--- src/rtl/alu_share_arb.sv ---
// alu_share_arb
// Two-requester round-robin arbiter and sequencer for one shared
// combinational 16-bit ALU. A request is accepted in IDLE. The ALU is
// driven from registered operands during EXEC, and its result and flags
// are captured at the end of EXEC. They are then held on a valid/ready
// response channel in RESP until the consumer takes them.
//
// Ports:
//   clk_i, rst_i                  clock, async active-low reset
//   reqN_valid/ready              request handshake, N = 0,1
//   reqN_ctrl[3:0]                {invertA, invertB, operation[1:0]}
//   reqN_src1/src2[15:0]          operands
//   alu_src1/src2, alu_invertA/B,
//   alu_operation                 registered drive to the shared ALU
//   alu_result, alu_zero,
//   alu_overflow                  combinational ALU outputs
//   rsp_valid/ready               response handshake
//   rsp_id, rsp_result,
//   rsp_zero, rsp_overflow        captured response
module alu_share_arb (
  input  logic        clk_i,
  input  logic        rst_i,
  input  logic        req0_valid,
  output logic        req0_ready,
  input  logic [3:0]  req0_ctrl,
  input  logic [15:0] req0_src1,
  input  logic [15:0] req0_src2,
  input  logic        req1_valid,
  output logic        req1_ready,
  input  logic [3:0]  req1_ctrl,
  input  logic [15:0] req1_src1,
  input  logic [15:0] req1_src2,
  output logic [15:0] alu_src1,
  output logic [15:0] alu_src2,
  output logic        alu_invertA,
  output logic        alu_invertB,
  output logic [1:0]  alu_operation,
  input  logic [15:0] alu_result,
  input  logic        alu_zero,
  input  logic        alu_overflow,
  output logic        rsp_valid,
  input  logic        rsp_ready,
  output logic        rsp_id,
  output logic [15:0] rsp_result,
  output logic        rsp_zero,
  output logic        rsp_overflow
);

  typedef enum logic [1:0] {IDLE, EXEC, RESP} state_t;

  typedef struct packed {
    logic [3:0]  ctrl;
    logic [15:0] src1;
    logic [15:0] src2;
  } op_t;

  typedef struct packed {
    logic        ovf;
    logic        zero;
    logic [15:0] result;
  } rsp_t;

  state_t state, state_nxt;
  op_t    op_q, req0_op, req1_op;
  rsp_t   rsp_q;
  logic   last, id;
  logic   grant, accept;

  assign req0_op = '{ctrl: req0_ctrl, src1: req0_src1, src2: req0_src2};
  assign req1_op = '{ctrl: req1_ctrl, src1: req1_src1, src2: req1_src2};

  // Only a tie consults the round-robin pointer; a lone requester always wins.
  always_comb begin
    grant = 1'b0;
    if (req0_valid && req1_valid) grant = ~last;
    else if (req1_valid)          grant = 1'b1;
  end

  // Ready is gated by rst_i as well, so it reads 0 during reset even though
  // the state register already sits in IDLE.
  always_comb begin
    state_nxt  = state;
    req0_ready = 1'b0;
    req1_ready = 1'b0;
    accept     = 1'b0;
    case (state)
      IDLE: begin
        if (rst_i && (req0_valid || req1_valid)) begin
          req0_ready = ~grant;
          req1_ready = grant;
          accept     = 1'b1;
          state_nxt  = EXEC;
        end
      end
      EXEC: state_nxt = RESP;
      RESP: if (rsp_ready) state_nxt = IDLE;
      default: state_nxt = IDLE;
    endcase
  end

  always_ff @(posedge clk_i or negedge rst_i) begin
    if (!rst_i) begin
      state <= IDLE;
      last  <= 1'b1;
      id    <= 1'b0;
      op_q  <= '0;
      rsp_q <= '0;
    end else begin
      state <= state_nxt;
      if (accept) begin
        op_q <= grant ? req1_op : req0_op;
        id   <= grant;
      end
      // The ALU has had the whole EXEC cycle to settle on op_q.
      if (state == EXEC)
        rsp_q <= '{ovf: alu_overflow, zero: alu_zero, result: alu_result};
      if (state == RESP && rsp_ready)
        last <= id;
    end
  end

  assign alu_src1      = op_q.src1;
  assign alu_src2      = op_q.src2;
  assign alu_invertA   = op_q.ctrl[3];
  assign alu_invertB   = op_q.ctrl[2];
  assign alu_operation = op_q.ctrl[1:0];

  assign rsp_valid    = (state == RESP);
  assign rsp_id       = id;
  assign rsp_result   = rsp_q.result;
  assign rsp_zero     = rsp_q.zero;
  assign rsp_overflow = rsp_q.ovf;

endmodule

--- config.mk ---
export PLATFORM = sky130hd
export DESIGN_NAME = alu_share_arb
export DESIGN_NICKNAME = d
export VERILOG_FILES = /design/src/rtl/alu_share_arb.sv
export SDC_FILE = /design/constraint.sdc
export NUM_CORES = 1
export LEC_CHECK = 0
export BUFFER_PORTS_ARGS = -buffer_cell sky130_fd_sc_hd__buf_2
export CAP_MARGIN = 30
export CORE_ASPECT_RATIO = 0.75
export CORE_MARGIN = 2
export CORE_UTILIZATION = 30
export CTS_BUF_LIST = sky130_fd_sc_hd__clkbuf_16
export CTS_CLUSTER_SIZE = 20
export DETAILED_ROUTE_END_ITERATION = 8
export GPL_TIMING_DRIVEN = 0
export PLACE_DENSITY = 0.7
export SLEW_MARGIN = 0
export SYNTH_ARGS = -nofsm -noshare
export SYNTH_HDL_FRONTEND = slang
export SYNTH_SLANG_ARGS = --single-unit
--- constraint.sdc ---
create_clock -name clk_i -period 3.2 [get_ports clk_i]
set_input_delay 0.64 -clock clk_i [delete_from_list [all_inputs] [get_ports clk_i]]
set_output_delay 0.64 -clock clk_i [all_outputs]
set_load 0.02 [all_outputs]
---- Word-level counts from Yosys, hierarchy flattened ----
Index checks and enable logic that the tools add are counted.
cells by class
  equality and inequality tests ........... 4
  multiplexer cells ....................... 12
  bitwise gates (word level) .............. 2
  reduce and logical (&&, ||, !) cells .... 6
operators by type and width
  kind                count
  $mux 36             1
  $mux 1              8
  $pmux 2 s3          1
  $mux 2              2
  $logic_and 1x1->1   3
  $eq 2x1->1 const B  1
  $eq 2x2->1 const B  1
  $logic_not 2->1     1
  $ne 2x1->1 const B  1
  $ne 2x2->1 const B  1
  $not 1->1           2
  $reduce_and 2->1    1
  $logic_or 1x1->1    1
storage, ports and cells
  register bits ........................... 58
  bits of input ports ..................... 95
  word-level logic and storage cells ...... 33

---- Depth between registers and ports, before layout ----
Gate-level depths: netlist (run 1).
  depth after elaboration ................. 5
  gate-level depth with buffers ........... 5
  gate-level depth less buffers ........... 4

---- Worst setup path before layout (run 1) ----
No wires, ideal clock.
  path type ............................... input to output
  start ................................... input port rst_i
  end ..................................... output port req0_ready
  arrival time ............................ 1.629 ns
  setup slack ............................. 0.931 ns
  stages .................................. 4
  cells stage by stage .................... or3b_1 buf_6 buf_8 nor3b_2
on the way
  longest elaborated chain between the ends .. 3
ends and longest elaborated chain
  what               line  source
  start, declared    22    input logic rst_i,
  $logic_and 1x1->1  88    if (rst_i && (req0_valid || req1_valid)) begin
  $mux 1             88
  $mux 1             86    case (state)
  end, declared      24    output logic req0_ready,
Every way passes these cells.

---- Final worst setup path (run 1) ----
  start ................................... input port rst_i
  end ..................................... output port req1_ready
on the way
  longest elaborated chain between the ends .. 3
ends and longest elaborated chain
  what               line  source
  $logic_and 1x1->1  88
  $mux 1             88
  $mux 1             86
  end, declared      29    output logic req1_ready,
Every way passes these cells.

==> impl_metrics.tcl, run 1 <==
set metrics [dict create \
    yosys.area.top_type "dfrtp_1" \
    rr_endpoint "alu_src2[13]$_DFFE_PN0P_" \
    seq_area_um2 1450 \
    core.rowCount 30 \
    worst_slew_pin_slew_ns 0.596 \
    grtUsageTotal 0.161 \
    diodes 0 \
    post-synth-top-count-cell "dfrtp_1" \
    synthTopCellsByArea "dfrtp_1 52%, a221o_1 13%, nor3_2 11%, mux2_2 7.9%, nand2_1 5.2%" \
    ys_ff_latch 58 \
    path_buf_inv 5 \
    fin_tns_setup_ns 0 \
    crit_slowest_cell "buf_4" \
    antenna_left 0 \
    clock_sinks 58 \
    drtIter0Drc 116 \
    grt_pass1_vias 2431 \
    syn_area_um2 2730 \
    area_growth_pct 44.4 \
    multi_input_area_um2 1120 \
    synth_flop_cell "dfrtp_1" \
    die_y_um 86.5 \
    cpMostUsedCell "buf_2" \
    fin_crit_ns 3.00 \
    gp_congestion 0.773 \
    slew_viol_final 0 \
    ys_seq_area_frac 0.533 \
    path_max_fanout 31 \
    crit_path_start_kind "input port" \
    final_util 0.441 \
    status "completed" \
    cts_tree "done" \
    pin_count 153 \
    fin_nets 481 \
    cp.arrival_ns 2.36 \
    antenna_found_initial 0 \
    routed_wl_um 7540 \
    insertion_delay_ns 0.32 \
    grt_overflow_total 0 \
    dp_slack_ns -0.104 \
    maxSlewHeadroom 0.602 \
    numCtsBuffers 9 \
    synth_top_area_frac 0.523 \
    ff2ff_path_depth 5 \
    synthesis.instances 222 \
    critical_path_class "input port to primary output" \
    post_cts_resized 1 \
    clock_skew_ns 0.00741 \
    power_mw 3.71 \
    end_kind "primary output" \
    hold_buffers 0 \
    clk_pin_slew_worst_paths_ns 0.05 \
    cts_htree_levels 3 \
    power_density_nw_per_um2 942 \
    max_freq_mhz 334 \
    dieArea_um2 9870 \
    wl_per_cell_um 15.0 \
    r2r_slack_ns 1.54 \
    yosysWarnings 0 \
    fin_crit_sh 0.936 \
    cp_data_required_time_ns 2.56 \
    clockBufferDepth 2 \
    dpl.hpwl_um 5530 \
    ys_async_sr_fraction 1.00 \
    start_util 0.305 \
    path_cells "buf_4, buf_12, nor3b_2, and3_1, buf_2, buf_2, buf_2" \
    drive_above_1_share 0.598 \
    grt_pass1_wl_um 12300 \
    ir_drop_mv 0.343 \
    core_um2 8930 \
    die_w_um 114 \
    rsz0062_at_grt "no" \
    root_buffer "clkbuf_16" \
    r2r-start "state[1]$_DFFE_PN0P_" \
    vias 2474 \
    fill_cells 856 \
    hp-class "input port to asynchronous set/reset pin" \
    ys_top_cells_by_count "57 x dfrtp_1, 38 x nand2_1, 36 x a221o_1, 29 x nor3_2, 19 x mux2_2" \
    slowest_delay_ns 0.34 \
    avgViaCountPerCell 4.92 \
    fin_ws_ns 0.203 \
    finalSetupViolations 0 \
    synth.distinct_cells 21 \
    p_leak_nw 1.96 \
    crit_family "buffers and inverters" \
    syn_nets 317 \
    maxCapViolCount 0 \
    avgSynthCellArea_um2 12.3 \
    hold_viol 0 \
    postCtsSetupRepairBufs 0 \
    drc 0 \
    drt-pass1-iter-count 4 \
    portBuffers 152 \
    grt_max_degree 32 \
    synth-edff-count 0 \
]
## kinds of logic after synthesis
logic type | Yosys count | synth area share
AOI/OAI and AO/OA | 39 | 0.138
buffers and inverters | 25 | 0.0569
DFF | 58 | 0.533
muxes | 19 | 0.0785
and+or+nand+nor | 81 | 0.194
## layout make-up
| cell class | instances | share of cell area |
|---|---|---|
| clock inverter | 7 | 0.0159 |
| buffer | 22 | 0.0366 |
| tap | 112 | 0.0356 |
| clock buffer | 9 | 0.0572 |
| sequential | 58 | 0.369 |
| timing repair buffer | 153 | 0.199 |
| multi-input combinational | 139 | 0.284 |
| inverter | 3 | 0.00286 |
## stage by stage
step	area, um2	hold WS (ns)	instances
floorplan	2730	0.344	222
finish	3940	0.248	503
global placement	3630	0.484	486
detailed placement	3650	0.489	487
CTS	3940	0.257	503
global route	3940	0.268	503
## worst max-delay path by stage
stage                     start    endpoint  slack (ns)  cells past startpoint
final                     rst_i  req1_ready        0.20                      7
after detailed placement  rst_i  req1_ready       -0.10                      7
after CTS                 rst_i  req1_ready        0.15                      7
after global routing      rst_i  req1_ready        0.01                      7
after floorplan           rst_i  req0_ready        0.93                      4
after global placement    rst_i  req1_ready       -0.33                      6
## per-layer routing
layer  vias up  wire [um]  GRT usage
met5         -          0          0
met2       122       3250      0.238
met1      1188       3570      0.223
li1       1154          -          -
met4         0         87     0.0466
met3        10        630     0.0545
## report_power, final
part / internal [mW] / switching (mW) / total [mW]
Clock: 0.593 / 0.324 / 0.917
Combinational: 0.628 / 0.889 / 1.52
Sequential: 1.08 / 0.189 / 1.27
## placed cells by master, fill, tap and decap left out
cell type	instances
nor3_1	7
o21ai_0	1
inv_1	5
nor3b_2	2
dfstp_2	1
o21ai_1	1
clkinvlp_4	2
nand2b_1	1
or3b_1	1
buf_8	1
nor3_2	29
buf_6	5
or2b_1	1
clkbuf_1	6
and3_1	1
buf_4	1
nor2b_1	1
clkbuf_16	9
nand2_1	38
mux2_2	19
clkinv_2	2
dfrtp_1	57
buf_2	161
a221o_1	36
a21oi_1	1
buf_12	1
bufinv_16	1
## state kept, by name, summed over array words and instances (netlist names)
signal,flops
alu_src1,16
alu_src2,16
rsp_result,16
alu_operation,2
state,2
alu_invertA,1
alu_invertB,1
last,1
rsp_id,1
rsp_overflow,1
rsp_zero,1
Note: power is estimated with default switching activity, not from simulation.
==> inputs of run 2 (changes only) <==
CORE_MARGIN = 10   (was 2)
==> run 2 against run 1 <==
  * Combinational power barely moved
  * First-iteration DRC count fell by 17%
  * Critical endpoint is now req0_ready
  * Final area fell by 0.67%
==> impl_metrics.tcl, run 2 (synthesized netlist as in run 1, its figures left out) <==
set metrics [dict create \
    status "completed" \
    dieArea_um2 13300 \
    insertion_delay_ns 0.32 \
    pwr-share-clk 0.228 \
    clockBufferDepth 2 \
    r2r-start "state[1]$_DFFE_PN0P_" \
    grt_overflow_total 0 \
    hold_viol 0 \
    cp.arrival_ns 2.37 \
    area_growth_pct 43.5 \
    drc 0 \
    clk_pin_slew_worst_paths_ns 0.05 \
    internal-power_mw 2.22 \
    drtIter0Drc 96 \
    layout_common_cells "161 x buf_2, 57 x dfrtp_1, 38 x nand2_1" \
    fin_tns_setup_ns 0 \
    maxCapViolCount 0 \
    slew_viol_final 0 \
    wl_per_cell_um 17.8 \
    final_common_cell "buf_2" \
    finalSetupViolations 0 \
    pwr-share-comb 0.424 \
    clock_sinks 58 \
    antenna_found_initial 0 \
    maxSlewHeadroom 0.597 \
    rsz0062_at_grt "no" \
    fin_nets 481 \
    cts_tree "done" \
    clock_skew_ns 0.00474 \
    antenna_left 0 \
    p_leak_nw 1.95 \
    numCtsBuffers 9 \
    core_um2 8930 \
    critical_path_class "input port to primary output" \
    gp_congestion 0.756 \
    power_density_nw_per_um2 934 \
    sw_frac_of_total 0.391 \
    dpl_cell_area_um2 3650 \
    core.rowCount 30 \
    ff2ff_path_depth 5 \
    drt-pass1-iter-count 5 \
    final_util 0.438 \
    ir_drop_mv 0.309 \
    max_freq_mhz 333 \
    grt_pass1_vias 2742 \
    avgViaCountPerCell 4.86 \
    power_frac_seq 0.348 \
    end_kind "primary output" \
    power.switching_mw 1.43 \
    power_mw 3.65 \
    rr_endpoint "alu_invertB$_DFFE_PN0P_" \
    die_w_um 130 \
    cts_htree_levels 3 \
    post-route-cell-area_um2 3910 \
    start_util 0.305 \
    hp-class "input port to asynchronous set/reset pin" \
    portBuffers 152 \
    crit_path_start_kind "input port" \
    fin_crit_ns 3.01 \
    vias 2445 \
    die_y_um 103 \
    grtUsageTotal 0.138 \
    cp_data_required_time_ns 2.56 \
    dpl.hpwl_um 6820 \
    fill_cells 865 \
    worst_slew_pin_slew_ns 0.605 \
    grt_pass1_wl_um 14300 \
    drive_above_1_share 0.601 \
    pin_count 153 \
    r2r_slack_ns 1.54 \
    grt_max_degree 34 \
    routed_wl_um 8950 \
    hold_buffers 0 \
    root_buffer "clkbuf_16" \
    path_max_fanout 33 \
    diodes 0 \
    fin_crit_sh 0.940 \
]
run 2: how the worst max path moves through the flow:
stage / startpoint / to / slack (ns) / cells after the start
2_1_floorplan: rst_i / req0_ready / 0.93 / 4
3_3_place_gp: rst_i / req1_ready / -0.40 / 6
3_5_place_dp: rst_i / req0_ready / -0.08 / 7
4_1_cts: rst_i / req0_ready / 0.14 / 7
5_1_grt: rst_i / req0_ready / 0.03 / 7
6_report: rst_i / req0_ready / 0.19 / 7
run 2: per-layer routing:
| metal | part of all wire | track usage | vias up |
|---|---|---|---|
| met2 | 0.45 | 0.216 | 110 |
| li1 | - | - | 1154 |
| met4 | 0.012 | 0.0440 | 0 |
| met1 | 0.42 | 0.161 | 1172 |
| met3 | 0.12 | 0.0704 | 9 |
| met5 | 0 | 0 | - |
run 2: cell type report:
class                           count  area, um2  share of cell area
Inverter                            3       11.3             0.00288
Buffer                             22        144              0.0368
Multi-Input combinational cell    139       1120               0.286
Clock inverter                      7       36.3             0.00928
Timing Repair Buffer              153        783               0.200
Tap cell                          112        140              0.0358
Sequential cell                    58       1450               0.372
Clock buffer                        9        225              0.0576
run 2: worst max-delay path, stage by stage:
cell and delay [ns]:
buf_4 0.33, buf_12 0.26, or3b_1 0.38, buf_6 0.16, buf_8 0.15, nor3b_2 0.20, buf_2 0.21
run 2: stage by stage:
| stage | hold WS, ns | instances | worst slack (ns) |
|---|---|---|---|
| 2_1_floorplan | 0.344 | 222 | 0.931 |
| 3_3_place_gp | 0.482 | 486 | -0.397 |
| 3_5_place_dp | 0.487 | 487 | -0.0831 |
| 4_1_cts | 0.240 | 503 | 0.143 |
| 5_1_grt | 0.261 | 503 | 0.0256 |
| 6_report | 0.239 | 503 | 0.193 |
run 2: power groups by stage:
stage	Sequential (mW)	Clock [mW]	Combinational (mW)
finish	1.27	0.834	1.55
global route	1.32	0.900	1.68
CTS	1.27	0.864	1.58
detailed placement	1.27	0	1.58
global placement	1.26	0	1.56
floorplan	1.68	0	0.563
run 2: repair_timing:
action | CTS | global route
endpoints found under the setup margin | 2 | 0
resized for setup | 1 | 0
buffers inserted | 0 | 0
==> inputs of run 3 (changes only) <==
PLACE_DENSITY = not set   (was 0.7)
==> run 3 against run 2 <==
  * Utilization shrank 0.11 points
  * First-iteration DRC count grew 28%
  * Worst setup slack gained 0.040 ns
  * Sequential share of layout area grew 0.095 points
  * Critical endpoint unchanged
  * Largest power group unchanged
  * Critical path depth is the same
  * Worst hold slack lost 0.036 ns
  * Final area shrank 0.26%
==> impl_metrics.tcl, run 3 (synthesized netlist as in run 1, its figures left out) <==
set metrics [dict create \
    ir_drop_mv 0.340 \
    avgViaCountPerCell 4.82 \
    crit_family "buffers and inverters" \
    dieArea_um2 13300 \
    area_growth_pct 43.1 \
    dpl_cell_area_um2 3650 \
    pin_count 153 \
    postCtsSetupRepairBufs 0 \
    numCtsBuffers 9 \
    maxSlewHeadroom 0.606 \
    dp_cells 487 \
    worst_slew_pin_slew_ns 0.591 \
    diodes 0 \
    grt_pass1_wl_um 14300 \
    power.switching_mw 1.42 \
    cp.arrival_ns 2.33 \
    antenna_left 0 \
    gp_congestion 0.781 \
    root_buffer "clkbuf_16" \
    grt_pass1_vias 2742 \
    stdcell_count 502 \
    sw_frac_of_total 0.391 \
    fin_crit_sh 0.927 \
    portBuffers 152 \
    final_common_cell "buf_2" \
    insertion_delay_ns 0.32 \
    drt-pass1-iter-count 4 \
    power_density_nw_per_um2 933 \
    vias 2422 \
    hp-class "input port to asynchronous set/reset pin" \
    end_kind "primary output" \
    internal-power_mw 2.22 \
    drive_above_1_share 0.595 \
    critical_path_class "input port to primary output" \
    die_w_um 130 \
    clockBufferDepth 2 \
    grtUsageTotal 0.137 \
    hold_buffers 0 \
    antenna_found_initial 0 \
    crit_path_start_kind "input port" \
    core_um2 8930 \
    clock_sinks 58 \
    wl_per_cell_um 18.1 \
    fin_nets 481 \
    post-route-cell-area_um2 3900 \
    core.rowCount 30 \
    grt_overflow_total 0 \
    path_cells "buf_4, buf_12, or3b_1, buf_6, buf_8, nor3b_2, buf_2" \
    cp_data_required_time_ns 2.56 \
    fin_crit_ns 2.97 \
    pwr-share-comb 0.425 \
    hold_viol 0 \
    cts_tree "done" \
    drtIter0Drc 123 \
    power_frac_seq 0.349 \
    pwr-share-clk 0.226 \
    dpl.hpwl_um 6920 \
    max_freq_mhz 337 \
    p_leak_nw 1.95 \
    clock_skew_ns 0.00703 \
    finalSetupViolations 0 \
    rsz0062_at_grt "no" \
    path_buf_inv 5 \
    slowest_delay_ns 0.39 \
    whs_ns 0.203 \
    start_util 0.305 \
    fin_tns_setup_ns 0 \
    die_y_um 103 \
    maxCapViolCount 0 \
    crit_slowest_cell "or3b_1" \
    grt_max_degree 40 \
    drc 0 \
    path_max_fanout 39 \
    layout_common_cells "161 x buf_2, 57 x dfrtp_1, 38 x nand2_1" \
    routed_wl_um 9070 \
    status "completed" \
    clk_pin_slew_worst_paths_ns 0.05 \
    cts_htree_levels 3 \
    slew_viol_final 0 \
]
-- run 3: worst paths after layout --
| check | slack (ns) | to | from | depth (start not counted) |
|---|---|---|---|---|
| setup / recovery | 0.23 | req0_ready | rst_i | 7 |
| hold / removal | 0.20 | alu_src2[4]$_DFFE_PN0P_ | rst_i | 1 |
| setup reg to reg | 1.55 | alu_src1[8]$_DFFE_PN0P_ | last$_DFFE_PN1P_ | 5 |
| hold reg to reg | 0.50 | rsp_result[3]$_DFFE_PN0N_ | rsp_result[3]$_DFFE_PN0N_ | 1 |
| max in group asynchronous | 2.44 | last$_DFFE_PN1P_ | rst_i | 2 |
| min in group clk_i | 0.50 | rsp_result[3]$_DFFE_PN0N_ | rsp_result[3]$_DFFE_PN0N_ | 1 |
-- run 3: area by class of cell --
cell class	instances	area [um2]
Fill cell	872	5030
Inverter	3	11.3
Multi-Input combinational cell	139	1120
Clock buffer	9	225
Tap cell	112	140
Buffer	22	144
Sequential cell	58	1450
Timing Repair Buffer	153	783
Clock inverter	6	26.3
-- run 3: metal layers --
metal | vias up | part of all wire | GRT usage
li1 | 1152 | - | -
met2 | 113 | 0.41 | 0.196
met5 | - | 0 | 0
met1 | 1145 | 0.46 | 0.170
met4 | 0 | 0.013 | 0.0491
met3 | 12 | 0.12 | 0.0730
-- run 3: what timing repair did --
item | CTS | global route
gates resized for setup | 1 | 0
setup endpoints to repair | 1 | 0
endpoints found under the hold margin | 0 | 0
-- run 3: power by group through the flow --
stage / clock, mW / combinational [mW] / sequential [mW]
final: 0.821 / 1.55 / 1.27
after global routing: 0.877 / 1.67 / 1.32
after floorplan: 0 / 0.563 / 1.68
after global placement: 0 / 1.56 / 1.27
after CTS: 0.848 / 1.58 / 1.27
after detailed placement: 0 / 1.59 / 1.27
-- run 3: stage by stage --
| stage | worst slack (ns) | utilization | power (mW) |
|---|---|---|---|
| 2_1_floorplan | 0.931 | - | 2.25 |
| 3_3_place_gp | -0.381 | 0.406 | 2.83 |
| 3_5_place_dp | -0.0240 | 0.408 | 2.85 |
| 4_1_cts | 0.166 | 0.437 | 3.70 |
| 5_1_grt | 0.0289 | 0.437 | 3.86 |
| 6_report | 0.234 | 0.437 | 3.64 |
